## config.mk

```make
export PLATFORM = sky130hd
export DESIGN_NAME = cbfp1_min_ctrl_flat
export DESIGN_NICKNAME = d
export VERILOG_FILES = /design/src/rtl/cbfp_pkg.sv /design/src/rtl/cbfp1_min_ctrl_if.sv /design/src/rtl/cbfp1_tag_pipe.sv /design/src/rtl/cbfp1_min_ctrl.sv /design/src/flat_wrapper.sv
export SDC_FILE = /design/constraint.sdc
export NUM_CORES = 1
export LEC_CHECK = 0
export ABC_AREA = 1
export ABC_CLOCK_PERIOD_IN_PS = 2000
export CAP_MARGIN = 10
export CORE_MARGIN = 2
export CORE_UTILIZATION = 31
export CTS_CLUSTER_DIAMETER = 150
export DETAILED_ROUTE_END_ITERATION = 16
export DONT_BUFFER_PORTS = 1
export GPL_TIMING_DRIVEN = 0
export SLEW_MARGIN = 20
export SYNTH_ARGS = -nofsm -noshare
export SYNTH_HDL_FRONTEND = slang
export SYNTH_HIERARCHICAL = 1
export SYNTH_SLANG_ARGS = --single-unit
```

## constraint.sdc

```tcl
create_clock -name clk -period 2 [get_ports clk]
set_clock_uncertainty 0.1 [all_clocks]
set_input_delay 0.3 -clock clk [delete_from_list [all_inputs] [get_ports clk]]
set_output_delay 0.3 -clock clk [all_outputs]
set_load 0.01 [all_outputs]
```

## src/rtl/cbfp_pkg.sv

```systemverilog
// Shared types and helpers for the CBFP stage-1 blocks.
package cbfp_pkg;

    // Default LZC / shift width used across the CBFP stage-1 blocks.
    localparam int LZC_W_DEF = 5;

    // Sideband tag that travels alongside a beat through the min-detect datapath.
    typedef struct packed {
        logic vld;    // slot carries a real beat
        logic last;   // final beat of a CBFP block
        logic first;  // opening beat of a CBFP block
    } cbfp_tag_t;

    // Unsigned minimum of two LZC values; on a tie the first operand is kept.
    function automatic logic [LZC_W_DEF-1:0] lzc_min(
        input logic [LZC_W_DEF-1:0] a,
        input logic [LZC_W_DEF-1:0] b
    );
        return (b < a) ? b : a;
    endfunction

endpackage

```

## src/rtl/cbfp1_min_ctrl_if.sv

```systemverilog
// Beat/datapath/result bundle between the LZC stage, the min-detect
// datapath and the CBFP scaling stage.
interface cbfp1_min_ctrl_if
    import cbfp_pkg::*;
#(
    parameter int LZC_WIDTH = LZC_W_DEF
) ();

    logic                 valid_in;
    logic                 md_en;
    logic [LZC_WIDTH-1:0] md_min_add;
    logic [LZC_WIDTH-1:0] md_min_sub;
    logic                 blk_valid;
    logic [LZC_WIDTH-1:0] blk_shift_add;
    logic [LZC_WIDTH-1:0] blk_shift_sub;
    logic [7:0]           blk_idx;
    logic                 busy;

    // Sequencer side.
    modport slave (
        input  valid_in,
        input  md_min_add,
        input  md_min_sub,
        output md_en,
        output blk_valid,
        output blk_shift_add,
        output blk_shift_sub,
        output blk_idx,
        output busy
    );

    // Beat source / datapath / result consumer side.
    modport master (
        output valid_in,
        output md_min_add,
        output md_min_sub,
        input  md_en,
        input  blk_valid,
        input  blk_shift_add,
        input  blk_shift_sub,
        input  blk_idx,
        input  busy
    );

endinterface

```

## src/rtl/cbfp1_tag_pipe.sv

```systemverilog
// PIPE_LAT-deep tag shift register that advances in lock-step with the
// min-detect datapath, so the tail tag always describes the datapath output.
module cbfp1_tag_pipe
    import cbfp_pkg::*;
#(
    parameter int PIPE_LAT = 2
) (
    input  logic      clk,
    input  logic      rstn,
    input  logic      clr,
    input  logic      en,
    input  cbfp_tag_t tag_in,
    output cbfp_tag_t tag_tail,
    output logic      any_vld
);

    cbfp_tag_t [PIPE_LAT-1:0] stg;

    // Shift on enabled edges; a soft clear empties every slot regardless of enable.
    always_ff @(posedge clk or negedge rstn) begin
        if (!rstn) begin
            stg <= '0;
        end else if (clr) begin
            stg <= '0;
        end else if (en) begin
            stg[0] <= tag_in;
            for (int i = 1; i < PIPE_LAT; i++) begin
                stg[i] <= stg[i-1];
            end
        end
    end

    assign tag_tail = stg[PIPE_LAT-1];

    // Any occupied slot keeps the datapath enabled so it drains by itself.
    always_comb begin
        any_vld = 1'b0;
        for (int i = 0; i < PIPE_LAT; i++) begin
            any_vld = any_vld | stg[i].vld;
        end
    end

endmodule

```

## src/rtl/cbfp1_min_ctrl.sv

```systemverilog
// CBFP stage-1 min-detect sequencer: enables the datapath, tags beats with
// their block position and folds per-beat minima into one shift per block.
module cbfp1_min_ctrl
    import cbfp_pkg::*;
#(
    parameter int LZC_WIDTH = LZC_W_DEF,
    parameter int BLK_BEATS = 4,
    parameter int PIPE_LAT  = 2
) (
    input  logic                  clk,
    input  logic                  rstn,
    input  logic                  clr,
    cbfp1_min_ctrl_if.slave       bus
);

    localparam int CNT_W = (BLK_BEATS > 1) ? $clog2(BLK_BEATS) : 1;
    localparam logic [CNT_W-1:0] CNT_LAST = CNT_W'(BLK_BEATS - 1);

    logic [CNT_W-1:0]     beat_cnt;
    logic                 beat_first;
    logic                 beat_last;
    cbfp_tag_t            tag_in;
    cbfp_tag_t            tail;
    logic                 tag_busy;
    logic [LZC_WIDTH-1:0] acc_add;
    logic [LZC_WIDTH-1:0] acc_sub;
    logic [LZC_WIDTH-1:0] min_add;
    logic [LZC_WIDTH-1:0] min_sub;
    logic                 emit;
    logic                 blk_valid_q;
    logic [LZC_WIDTH-1:0] shift_add_q;
    logic [LZC_WIDTH-1:0] shift_sub_q;
    logic [7:0]           blk_idx_q;

    // With BLK_BEATS=1 the counter sits at 0 so every beat is first and last.
    assign beat_first = (beat_cnt == '0);
    assign beat_last  = (beat_cnt == CNT_LAST);

    // A beat presented together with clr is dropped, never tagged valid.
    assign tag_in = '{vld: bus.valid_in & ~clr, last: beat_last, first: beat_first};

    // Beat position inside the current block.
    always_ff @(posedge clk or negedge rstn) begin
        if (!rstn) begin
            beat_cnt <= '0;
        end else if (clr) begin
            beat_cnt <= '0;
        end else if (bus.valid_in) begin
            beat_cnt <= beat_last ? '0 : beat_cnt + 1'b1;
        end
    end

    cbfp1_tag_pipe #(
        .PIPE_LAT (PIPE_LAT)
    ) u_tag_pipe (
        .clk      (clk),
        .rstn     (rstn),
        .clr      (clr),
        .en       (bus.md_en),
        .tag_in   (tag_in),
        .tag_tail (tail),
        .any_vld  (tag_busy)
    );

    // Enable runs while beats arrive and until every in-flight tag has landed.
    assign bus.md_en = bus.valid_in | tag_busy;

    // Running minimum including the beat now at the datapath output; a first
    // beat restarts the fold, ties keep the already-held value.
    always_comb begin
        min_add = bus.md_min_add;
        min_sub = bus.md_min_sub;
        if (!tail.first) begin
            if (acc_add < bus.md_min_add) min_add = acc_add;
            if (acc_sub < bus.md_min_sub) min_sub = acc_sub;
        end
    end

    // Tail vld implies md_en is high, so the datapath output is fresh here.
    assign emit = tail.vld & tail.last & ~clr;

    // Per-block accumulators.
    always_ff @(posedge clk or negedge rstn) begin
        if (!rstn) begin
            acc_add <= '0;
            acc_sub <= '0;
        end else if (clr) begin
            acc_add <= '0;
            acc_sub <= '0;
        end else if (tail.vld) begin
            acc_add <= min_add;
            acc_sub <= min_sub;
        end
    end

    // Block result registers; held across clr so the last result stays visible.
    always_ff @(posedge clk or negedge rstn) begin
        if (!rstn) begin
            blk_valid_q <= 1'b0;
            shift_add_q <= '0;
            shift_sub_q <= '0;
        end else begin
            blk_valid_q <= emit;
            if (emit) begin
                shift_add_q <= min_add;
                shift_sub_q <= min_sub;
            end
        end
    end

    // Index advances once the pulse has been shown, so the pulse carries the
    // index of its own block; a block already emitted still consumes its index.
    always_ff @(posedge clk or negedge rstn) begin
        if (!rstn) begin
            blk_idx_q <= '0;
        end else if (blk_valid_q) begin
            blk_idx_q <= blk_idx_q + 8'd1;
        end
    end

    assign bus.blk_valid     = blk_valid_q;
    assign bus.blk_shift_add = shift_add_q;
    assign bus.blk_shift_sub = shift_sub_q;
    assign bus.blk_idx       = blk_idx_q;
    assign bus.busy          = tag_busy | (beat_cnt != '0);

endmodule
```

## src/flat_wrapper.sv

```systemverilog
// flat-port wrapper written by rule: the top's interface ports become plain ports
module cbfp1_min_ctrl_flat import cbfp_pkg::*;
#(
    parameter int LZC_WIDTH = LZC_W_DEF,
    parameter int BLK_BEATS = 4,
    parameter int PIPE_LAT  = 2
)
  (clk, rstn, clr, bus_valid_in, bus_md_min_add, bus_md_min_sub, bus_md_en, bus_blk_valid, bus_blk_shift_add, bus_blk_shift_sub, bus_blk_idx, bus_busy);
  cbfp1_min_ctrl_if #(.LZC_WIDTH(LZC_WIDTH)) bus_i ();
  input  logic clk;
  input  logic rstn;
  input  logic clr;
  input wire logic [$bits(bus_i.valid_in)-1:0] bus_valid_in;
  input wire logic [$bits(bus_i.md_min_add)-1:0] bus_md_min_add;
  input wire logic [$bits(bus_i.md_min_sub)-1:0] bus_md_min_sub;
  output wire logic [$bits(bus_i.md_en)-1:0] bus_md_en;
  output wire logic [$bits(bus_i.blk_valid)-1:0] bus_blk_valid;
  output wire logic [$bits(bus_i.blk_shift_add)-1:0] bus_blk_shift_add;
  output wire logic [$bits(bus_i.blk_shift_sub)-1:0] bus_blk_shift_sub;
  output wire logic [$bits(bus_i.blk_idx)-1:0] bus_blk_idx;
  output wire logic [$bits(bus_i.busy)-1:0] bus_busy;
  assign bus_i.valid_in = bus_valid_in;
  assign bus_i.md_min_add = bus_md_min_add;
  assign bus_i.md_min_sub = bus_md_min_sub;
  assign bus_md_en = bus_i.md_en;
  assign bus_blk_valid = bus_i.blk_valid;
  assign bus_blk_shift_add = bus_i.blk_shift_add;
  assign bus_blk_shift_sub = bus_i.blk_shift_sub;
  assign bus_blk_idx = bus_i.blk_idx;
  assign bus_busy = bus_i.busy;
  cbfp1_min_ctrl #(.LZC_WIDTH(LZC_WIDTH), .BLK_BEATS(BLK_BEATS), .PIPE_LAT(PIPE_LAT)) u_core (.clk(clk), .rstn(rstn), .clr(clr), .bus(bus_i));
endmodule
```

==> impl_results.md, run 1 <==
- Htree depth: 2
- CP Capture Point: bus_md_en
- Area share of the largest cell type after synthesis: 0.4707
- Port Buf Inserts: 0
- Final setup TNS: 0 ps
- Grt met3 use: 0.05143
- Total power density per cell area: 920.5 nW/um^2
- Worst slew pin tran: 458.4 ps
- Yosys Warn Count: 6
- Top cells by count, synth: 89 x nand2_1, 37 x dfrtp_1, 35 x inv_1, 27 x nand3_1
- Post-synth top area cell: dfrtp_1
- Worst Setup SP: u_core/u_tag_pipe/tag_tail[2]
- Critical path data arrival time: 1290 ps
- Crit path kind: flop to output pin
- Most used DFF post-synth: dfrtp_1
- Ys async rst share: 1.000
- Aggregate global-route resource usage: 0.1251
- Die area: 6998 um^2
- GR peak layer: met2
- Final slew viol count: 0
- Root buf cell: clkbuf_8
- Routability cong.: 0.7701
- Layout cells sized above 1: 0.1055
- FF-to-FF End: u_core/bus.blk_shift_sub[3]
- Synth Net Count: 271
- GRT overflow: 0
- Final setup margin: 305.2 ps
- Core area: 6241 um^2
- Post-Route WL: 3.922 mm
- Avg WL per Cell: 11.78 um
- Row cnt: 29
- Worst R2R Start: u_core/acc_sub[4]
- Worst-path fanout max: 8
- Initial drt markers: 119
- Yosys reg bits: 37
- DRC viols: 0
- I/O pins: 35
- Syn avg cell area: 7.995 um^2
- Worst-Skew Late Latency: 290 ps
- Ranking of synthesized cells by area: dfrtp_1 47%, nand2_1 17%, ha_1 7.0%
- Reg clk slew, reported paths: 70 ps
- Register-to-Register Path Depth: 8
- FMAX: 0.5900 GHz
- Hold Buf Count CTS: 2
- Required @ worst endpoint: 1600 ps
- Met2 Use GR: 0.2000
- Final nets: 280
- GR met1 Demand/Resource: 0.1503
- Tmin final: 1695 ps
- Post-Syn Instances: 246
- Static Leak: 0.001281 uW
- Tightest Hold Check Type: primary input to flop
- Die width: 83.66 um
- Routed Antenna Nets: 0
- Post_cts resized: 0
- Startpoint types: flop
- Final cell utilization of the core: 0.3547
- Synthesis-to-layout area growth: 12.53%
- Synth unique cells: 22
- Starting Density: 0.3152
- Max Root-Sink Buffers: 2
- Worst slack at placement: 406.5 ps
- Setup repair bufs after CTS: 0
- Max-slew headroom: 0.6941
- Seq/Total Area, Yosys: 0.4707
- Worst VDD drop: 0.0004332 V
- Via count: 1,523
- Reg2reg setup slack: 350 ps
- Die Height: 83.66 um
- First-pass GRT wire length: 6.989 mm
- Number of synthesized flops with an enable pin: 0
- ANT cells: 0
- Final Cycle Share: 0.8474
- Final hold vios: 0
- Most frequent cell after synthesis: nand2_1
- Vias in the first global route: 1,558
- Vias per std cell: 4.574
- Outcome: complete, no violations
- Initial antenna violation count: 0
- Sink Count: 37
- Unrepaired setup endpoints after global routing: false
- Number of buffers created by CTS: 5
- Worst setup EP type: output pin
- CTS tree: built
- Estimated wirelength of the detail-placed design: 2.826 mm
- Pre-antenna DRT Iters: 4
- Final setup fails: 0
- Max-cap viol count: 0
- Largest net degree at the start of global routing: 38
- Cell Area, Synth: 1967 um^2
## metrics by stage
| step | instance area, um^2 | total power, uW | hold slack (ps) | cells |
|---|---|---|---|---|
| floorplan | 1967 | 1270 | -95.59 | 246 |
| global placement | 2063 | 1351 | -94.78 | 323 |
| detailed placement | 2063 | 1362 | -94.79 | 323 |
| CTS | 2213 | 2063 | 61.06 | 333 |
| global route | 2213 | 2197 | 69.04 | 333 |
| finish | 2213 | 2037 | 70.96 | 333 |
## per-layer routing
layer	wire (um)	up-vias
met5	0	-
met4	31	0
met3	299	6
met2	1795	38
met1	1797	692
li1	-	787
## logic make-up (layout without fill, tap and decap cells)
logic type      Yosys count  after routing  synth area share
simple gates            144            144            0.3276
compound gates            3              3          0.007631
flops                    37             37            0.4707
fa+ha+maj                11             11           0.06997
buf+inv                  44             54           0.09160
mux                       1              1          0.005725
xor+xnor                  6              6           0.02672
## cell usage in the layout (no fill, tap or decap), types with 3 or more instances in the layout
cell | netlist | final
nand4_1 | 11 | 11
inv_1 | 35 | 35
buf_4 | 3 | 3
xor2_1 | 5 | 5
dfrtp_1 | 37 | 37
nand2_1 | 89 | 89
clkbuf_8 | 0 | 6
ha_1 | 11 | 11
nand3_1 | 27 | 27
inv_2 | 3 | 3
buf_2 | 3 | 3
nor2_1 | 8 | 8
## registers in the layout, summed over array words and instances (netlist names)
signal	flops
u_core/u_tag_pipe/tag_tail	3
u_core/bus.blk_shift_sub	5
u_core/acc_add	5
u_core/bus.blk_valid	1
u_core/u_tag_pipe/stg	3
u_core/beat_cnt	2
u_core/acc_sub	5
u_core/bus.blk_idx	8
u_core/bus.blk_shift_add	5
## power breakdown
part	internal, uW	total (uW)	leakage [uW]	switching [uW]
Combinational	179	493	0.000716	313
Sequential	822	878	0.000508	56.4
Clock	405	667	0.0000574	262
Total	1410	2040	0.00128	631
## worst min-delay path by stage
| stage | from | to | depth (start not counted) |
|---|---|---|---|
| finish | clr | u_core/u_tag_pipe/stg[1] | 3 |
| global route | clr | u_core/u_tag_pipe/tag_tail[2] | 3 |
| CTS | clr | u_core/u_tag_pipe/stg[1] | 3 |
| detailed placement | rstn | u_core/bus.blk_idx[2] | 0 |
| global placement | rstn | u_core/bus.blk_idx[2] | 0 |
| floorplan | rstn | u_core/acc_add[0] | 0 |
## cell type report
class,instances,area (um^2)
Fill cell,668,4028
Multi-Input combinational cell,165,860.8
Timing Repair Buffer,2,30.03
Sequential cell,37,925.9
Clock inverter,2,37.54
Tap cell,77,96.34
Inverter,38,142.6
Clock buffer,6,82.58
Buffer,6,37.54
## critical path: stages (launching register included)
cell	delay, ps
dfrtp_1	400
or2_2	300
inv_1	70
nand2_1	240
(Power assumes the default switching activity.)
==> run 2: changes to the inputs <==
--- a/config.mk
+++ b/config.mk
@@ -6,7 +6,7 @@
 export NUM_CORES = 1
 export LEC_CHECK = 0
 export ABC_AREA = 1
-export ABC_CLOCK_PERIOD_IN_PS = 2000
+export ABC_CLOCK_PERIOD_IN_PS = 1600
 export CAP_MARGIN = 10
 export CORE_MARGIN = 2
 export CORE_UTILIZATION = 31
==> constraint.sdc (replaced) <==
create_clock -name clk -period 1.6 [get_ports clk]
set_clock_uncertainty 0.1 [all_clocks]
set_input_delay 0.24 -clock clk [delete_from_list [all_inputs] [get_ports clk]]
set_output_delay 0.24 -clock clk [all_outputs]
set_load 0.01 [all_outputs]
==> run 2 against run 1 <==
  * Cell count rose by 0.60%
  * Critical path type is now flop to flop
  * Clock power up 26%
  * Routed wire length increased by 1.8%
  * Register-to-register slack got worse by 280 ps
  * Worst hold slack worse by 63 ps
  * Clock-buffer cell count stayed put
  * Highest routed layer unchanged
==> impl_results.md, run 2 (synthesized netlist as in run 1, its figures left out) <==
- Outcome: complete, no violations
- Number of buffers created by CTS: 5
- Aggregate global-route resource usage: 0.1251
- Commonest non-fill, non-tap cell in the layout: nand2_1
- Reg2reg setup slack: 70 ps
- Sink Count: 37
- CTS tree: built
- Htree depth: 2
- Worst VDD drop: 0.0005467 V
- Row cnt: 29
- Post-Route WL: 3.994 mm
- Final Cycle Share: 0.9576
- Die Height: 83.66 um
- Final setup fails: 0
- ANT cells: 0
- Largest net degree at the start of global routing: 38
- Final setup margin: 67.76 ps
- Reg clk slew, reported paths: 70 ps
- Initial antenna violation count: 0
- # fillers: 649
- Starting Density: 0.3152
- Vias in the first global route: 1,556
- FMAX: 0.6526 GHz
- Most frequent cells in the layout: 79 x nand2_1, 37 x dfrtp_1, 34 x inv_1, 27 x nand3_1, 11 x nand4_1
- Avg WL per Cell: 11.92 um
- Unrepaired setup endpoints after global routing: true
- Final nets: 282
- Layout cells sized above 1: 0.1744
- Storage element area: 925.9 um^2
- Max-cap viol count: 0
- Multi-input combinational cell area: 948.4 um^2
- GRT overflow: 0
- Max Root-Sink Buffers: 2
- Static Leak: 0.001299 uW
- Pre-antenna DRT Iters: 6
- Tmin final: 1532 ps
- GR peak layer: met2
- Register-to-Register Path Depth: 8
- Via count: 1,527
- Core area: 6241 um^2
- Routability cong.: 0.7701
- Total power density per cell area: 1155 nW/um^2
- Initial drt markers: 115
- Worst Setup SP: u_core/acc_add[4]
- Die width: 83.66 um
- First-pass GRT wire length: 6.996 mm
- Met2 Use GR: 0.2000
- Worst slew pin tran: 446.9 ps
- Die area: 6998 um^2
- Critical path data arrival time: 1610 ps
- Worst-path fanout max: 6
- Crit path kind: flop to flop
- Hold Crit Depth: 3
- Synthesis-to-layout area growth: 17.75%
- Vias per std cell: 4.558
- Startpoint types: flop
- Grt met3 use: 0.05143
- FF-to-FF End: u_core/bus.blk_shift_add[3]
- Fin area: 2316 um^2
- Final hold vios: 0
- Worst setup EP type: flop
- Cell Area, Placed: 2063 um^2
- Worst-Skew Late Latency: 290 ps
- Estimated wirelength of the detail-placed design: 2.826 mm
- Number of flip-flops in the largest register: 8
- Root buf cell: clkbuf_8
- Routed Antenna Nets: 0
- GR met1 Demand/Resource: 0.1503
- Total power: 2674 uW
- Required @ worst endpoint: 1680 ps
- I/O pins: 35
- Max-slew headroom: 0.7018
- Port Buf Inserts: 0
- DRC viols: 0
- Worst R2R Start: u_core/acc_add[4]
- Worst slack at placement: 6.538 ps
- CP Capture Point: u_core/bus.blk_shift_add[3]
- Tightest Hold Check Type: primary input to flop
- Final slew viol count: 0
[run 2: routing by layer]
metal  vias up  routed length (um)
met5         -                   0
met4         0                  67
met3         7                 307
met2        40                1810
met1       686                1810
li1        794                   -
[run 2: worst min-delay path by stage]
| stage | startpoint | end | slack (ps) |
|---|---|---|---|
| 4_1_cts | clr | u_core/u_tag_pipe/stg[1] | 1 |
| 2_1_floorplan | rstn | u_core/acc_add[0] | -160 |
| 5_1_grt | clr | u_core/u_tag_pipe/tag_tail[2] | 9 |
| 3_5_place_dp | rstn | u_core/bus.blk_idx[2] | -150 |
| 3_3_place_gp | rstn | u_core/bus.blk_idx[2] | -150 |
| 6_report | clr | u_core/u_tag_pipe/stg[1] | 8 |
[run 2: what timing repair did]
item	CTS	global route
pin swaps	0	5
buffers inserted	0	2
setup endpoints to repair	9	21
resized for setup	3	16
hold buffers	2	0
endpoints found under the hold margin	37	0
[run 2: final cells by class]
cell class / instances / area share
Buffer: 6 / 0.01621
Multi-Input combinational cell: 165 / 0.4095
Timing Repair Buffer: 4 / 0.01945
Sequential cell: 37 / 0.3998
Inverter: 38 / 0.06159
Clock buffer: 6 / 0.03566
Tap cell: 77 / 0.04160
Clock inverter: 2 / 0.01621
[run 2: power breakdown]
group          total, uW  leakage (uW)  internal [uW]  switching [uW]
Combinational        730      0.000734            289             441
Sequential          1110      0.000508           1030            79.6
Clock                838     0.0000574            507             331
[run 2: critical path, cell delays in order (launching register included)]
cell and delay (ps):
dfrtp_1 430, ha_4 290, nand2_1 80, nor2_2 100
nand2_2 120, nand3_4 100, nand2_1 70, nand3_1 80
nand2_1 60
[run 2: stage by stage]
stage,hold slack (ps),instances,TNS [ps],utilization
after CTS,1.060,333,0,0.3559
final,8.378,335,0,0.3711
after detailed placement,-154.8,323,0,0.3306
after floorplan,-155.6,246,0,-
after global routing,9.038,335,-241.9,0.3711
after global placement,-154.8,323,0,0.3306
==> run 3: changes to the inputs <==
--- a/config.mk
+++ b/config.mk
@@ -13,7 +13,7 @@
 export CTS_CLUSTER_DIAMETER = 150
 export DETAILED_ROUTE_END_ITERATION = 16
 export DONT_BUFFER_PORTS = 1
-export GPL_TIMING_DRIVEN = 0
+export GPL_TIMING_DRIVEN = 1
 export SLEW_MARGIN = 20
 export SYNTH_ARGS = -nofsm -noshare
 export SYNTH_HDL_FRONTEND = slang
==> run 3 against run 2 <==
  * Power is 4.8% lower
  * Global-route usage is 0.17 points lower
  * Routed wire length is 0.20% higher
  * Non-clock buffer count up 3
  * Worst setup slack improved by 3.8 ps
  * Critical path type unchanged
==> impl_results.md, run 3 (synthesized netlist as in run 1, its figures left out) <==
- Outcome: complete, no violations
- Max-cap viol count: 0
- Worst-Skew Late Latency: 290 ps
- Worst slew pin tran: 477.5 ps
- Via count: 1,525
- Port Buf Inserts: 0
- Htree depth: 2
- Tmin final: 1528 ps
- Tightest Hold Check Type: primary input to flop
- Sink Count: 37
- Max-slew headroom: 0.6813
- Most frequent cells in the layout: 82 x nand2_1, 37 x dfrtp_1, 33 x inv_1, 27 x nand3_1, 11 x nand4_1
- Cell Area, Placed: 2056 um^2
- ANT cells: 0
- Static Leak: 0.001308 uW
- Routability cong.: 0.8086
- Aggregate global-route resource usage: 0.1234
- Max Root-Sink Buffers: 2
- Worst-path fanout max: 6
- Synthesis-to-layout area growth: 17.43%
- CTS tree: built
- GRT overflow: 0
- Avg WL per Cell: 11.84 um
- Crit path kind: flop to flop
- First-pass GRT wire length: 6.969 mm
- Final hold vios: 0
- DRC viols: 0
- FMAX: 0.6543 GHz
- I/O pins: 35
- Number of buffers created by CTS: 5
- Estimated wirelength of the detail-placed design: 2.890 mm
- Unrepaired setup endpoints after global routing: true
- Layout cells sized above 1: 0.1648
- Final Cycle Share: 0.9553
- Commonest non-fill, non-tap cell in the layout: nand2_1
- Worst VDD drop: 0.0005192 V
- Total power density per cell area: 1102 nW/um^2
- Initial drt markers: 67
- Root buf cell: clkbuf_8
- Vias in the first global route: 1,519
- Number of flip-flops in the largest register: 8
- Final setup fails: 0
- Largest net degree at the start of global routing: 38
- Initial antenna violation count: 0
- Total power: 2544 uW
- Core area: 6241 um^2
- Fin area: 2310 um^2
- Final slew viol count: 0
- Startpoint types: flop
- Pre-antenna DRT Iters: 4
- Required @ worst endpoint: 1680 ps
- Die Height: 83.66 um
- Worst setup EP type: flop
- Die width: 83.66 um
- Final nets: 285
- Die area: 6998 um^2
- Post-Route WL: 4.002 mm
- Starting Density: 0.3152
- Routed Antenna Nets: 0
- Row cnt: 29
- Vias per std cell: 4.512
- Reg clk slew, reported paths: 70 ps
- Critical path data arrival time: 1610 ps
[run 3: cell types whose count changed in the layout (fill, tap and decap cells not counted), sizes merged]
cell / change
buf: +2
bufinv: -1
clkbuf: +1
clkinv: +1
clkinvlp: -1
dlygate4sd3: +1
[run 3: worst paths after layout]
check	from	to	slack [ps]	cells after the start
setup / recovery	u_core/acc_sub[4]	u_core/acc_sub[3]	70	8
hold / removal	clr	u_core/beat_cnt[1]	50	3
setup reg to reg	u_core/acc_sub[4]	u_core/acc_sub[3]	70	8
hold reg to reg	u_core/u_tag_pipe/stg[1]	u_core/u_tag_pipe/stg[1]	370	2
max in group asynchronous	rstn	u_core/acc_sub[4]	890	2
min in group asynchronous	rstn	u_core/bus.blk_idx[6]	320	2
[run 3: layout make-up]
| type | count | area [um^2] |
|---|---|---|
| repair buffers | 13 | 115.1 |
| well taps | 77 | 96.34 |
| fillers | 650 | 3931 |
| multi-input cells | 165 | 928.4 |
| clock buffers | 7 | 96.34 |
| flip-flops and latches | 37 | 925.9 |
| inverters | 38 | 142.6 |
| clock inverters | 1 | 5.005 |
[run 3: critical path, stage by stage, from the launching register on]
cell     delay, ps
dfrtp_1        420
ha_4           280
nand2_1         80
nor2_2         110
nand2_2        120
nand3_4        100
nand2_1         90
nand3_1         70
nand2_1         60
[run 3: metrics by stage]
step,worst slack (ps),hold WS (ps),setup TNS [ps],cells,utilization
floorplan,179.0,-155.6,0,246,-
detailed placement,12.47,-154.7,0,321,0.3294
global placement,73.91,-154.7,0,321,0.3294
global route,-32.91,64.33,-179.7,338,0.3701
finish,71.58,53.39,0,338,0.3701
CTS,1.764,39.57,0,335,0.3569
[run 3: routing by layer]
layer  track usage  vias to the layer above  part of all wire
met1        0.1609                      687              0.45
met5             0                        -                 0
li1              -                      797                 -
met3       0.05242                        3             0.085
met4       0.03519                        0            0.0062
met2        0.1876                       38              0.46
[run 3: where the power goes]
part           switching [uW]  internal [uW]
logic                     436            295
registers                76.9           1030
clock network             321            389
total                     833           1710
[run 3: what timing repair did]
action,in CTS,in global routing
endpoints found under the setup margin,1,22
hold buffers,3,0
hold endpoints to repair,38,0
pin swaps,1,4
gates resized for setup,3,13
setup buffers,3,3
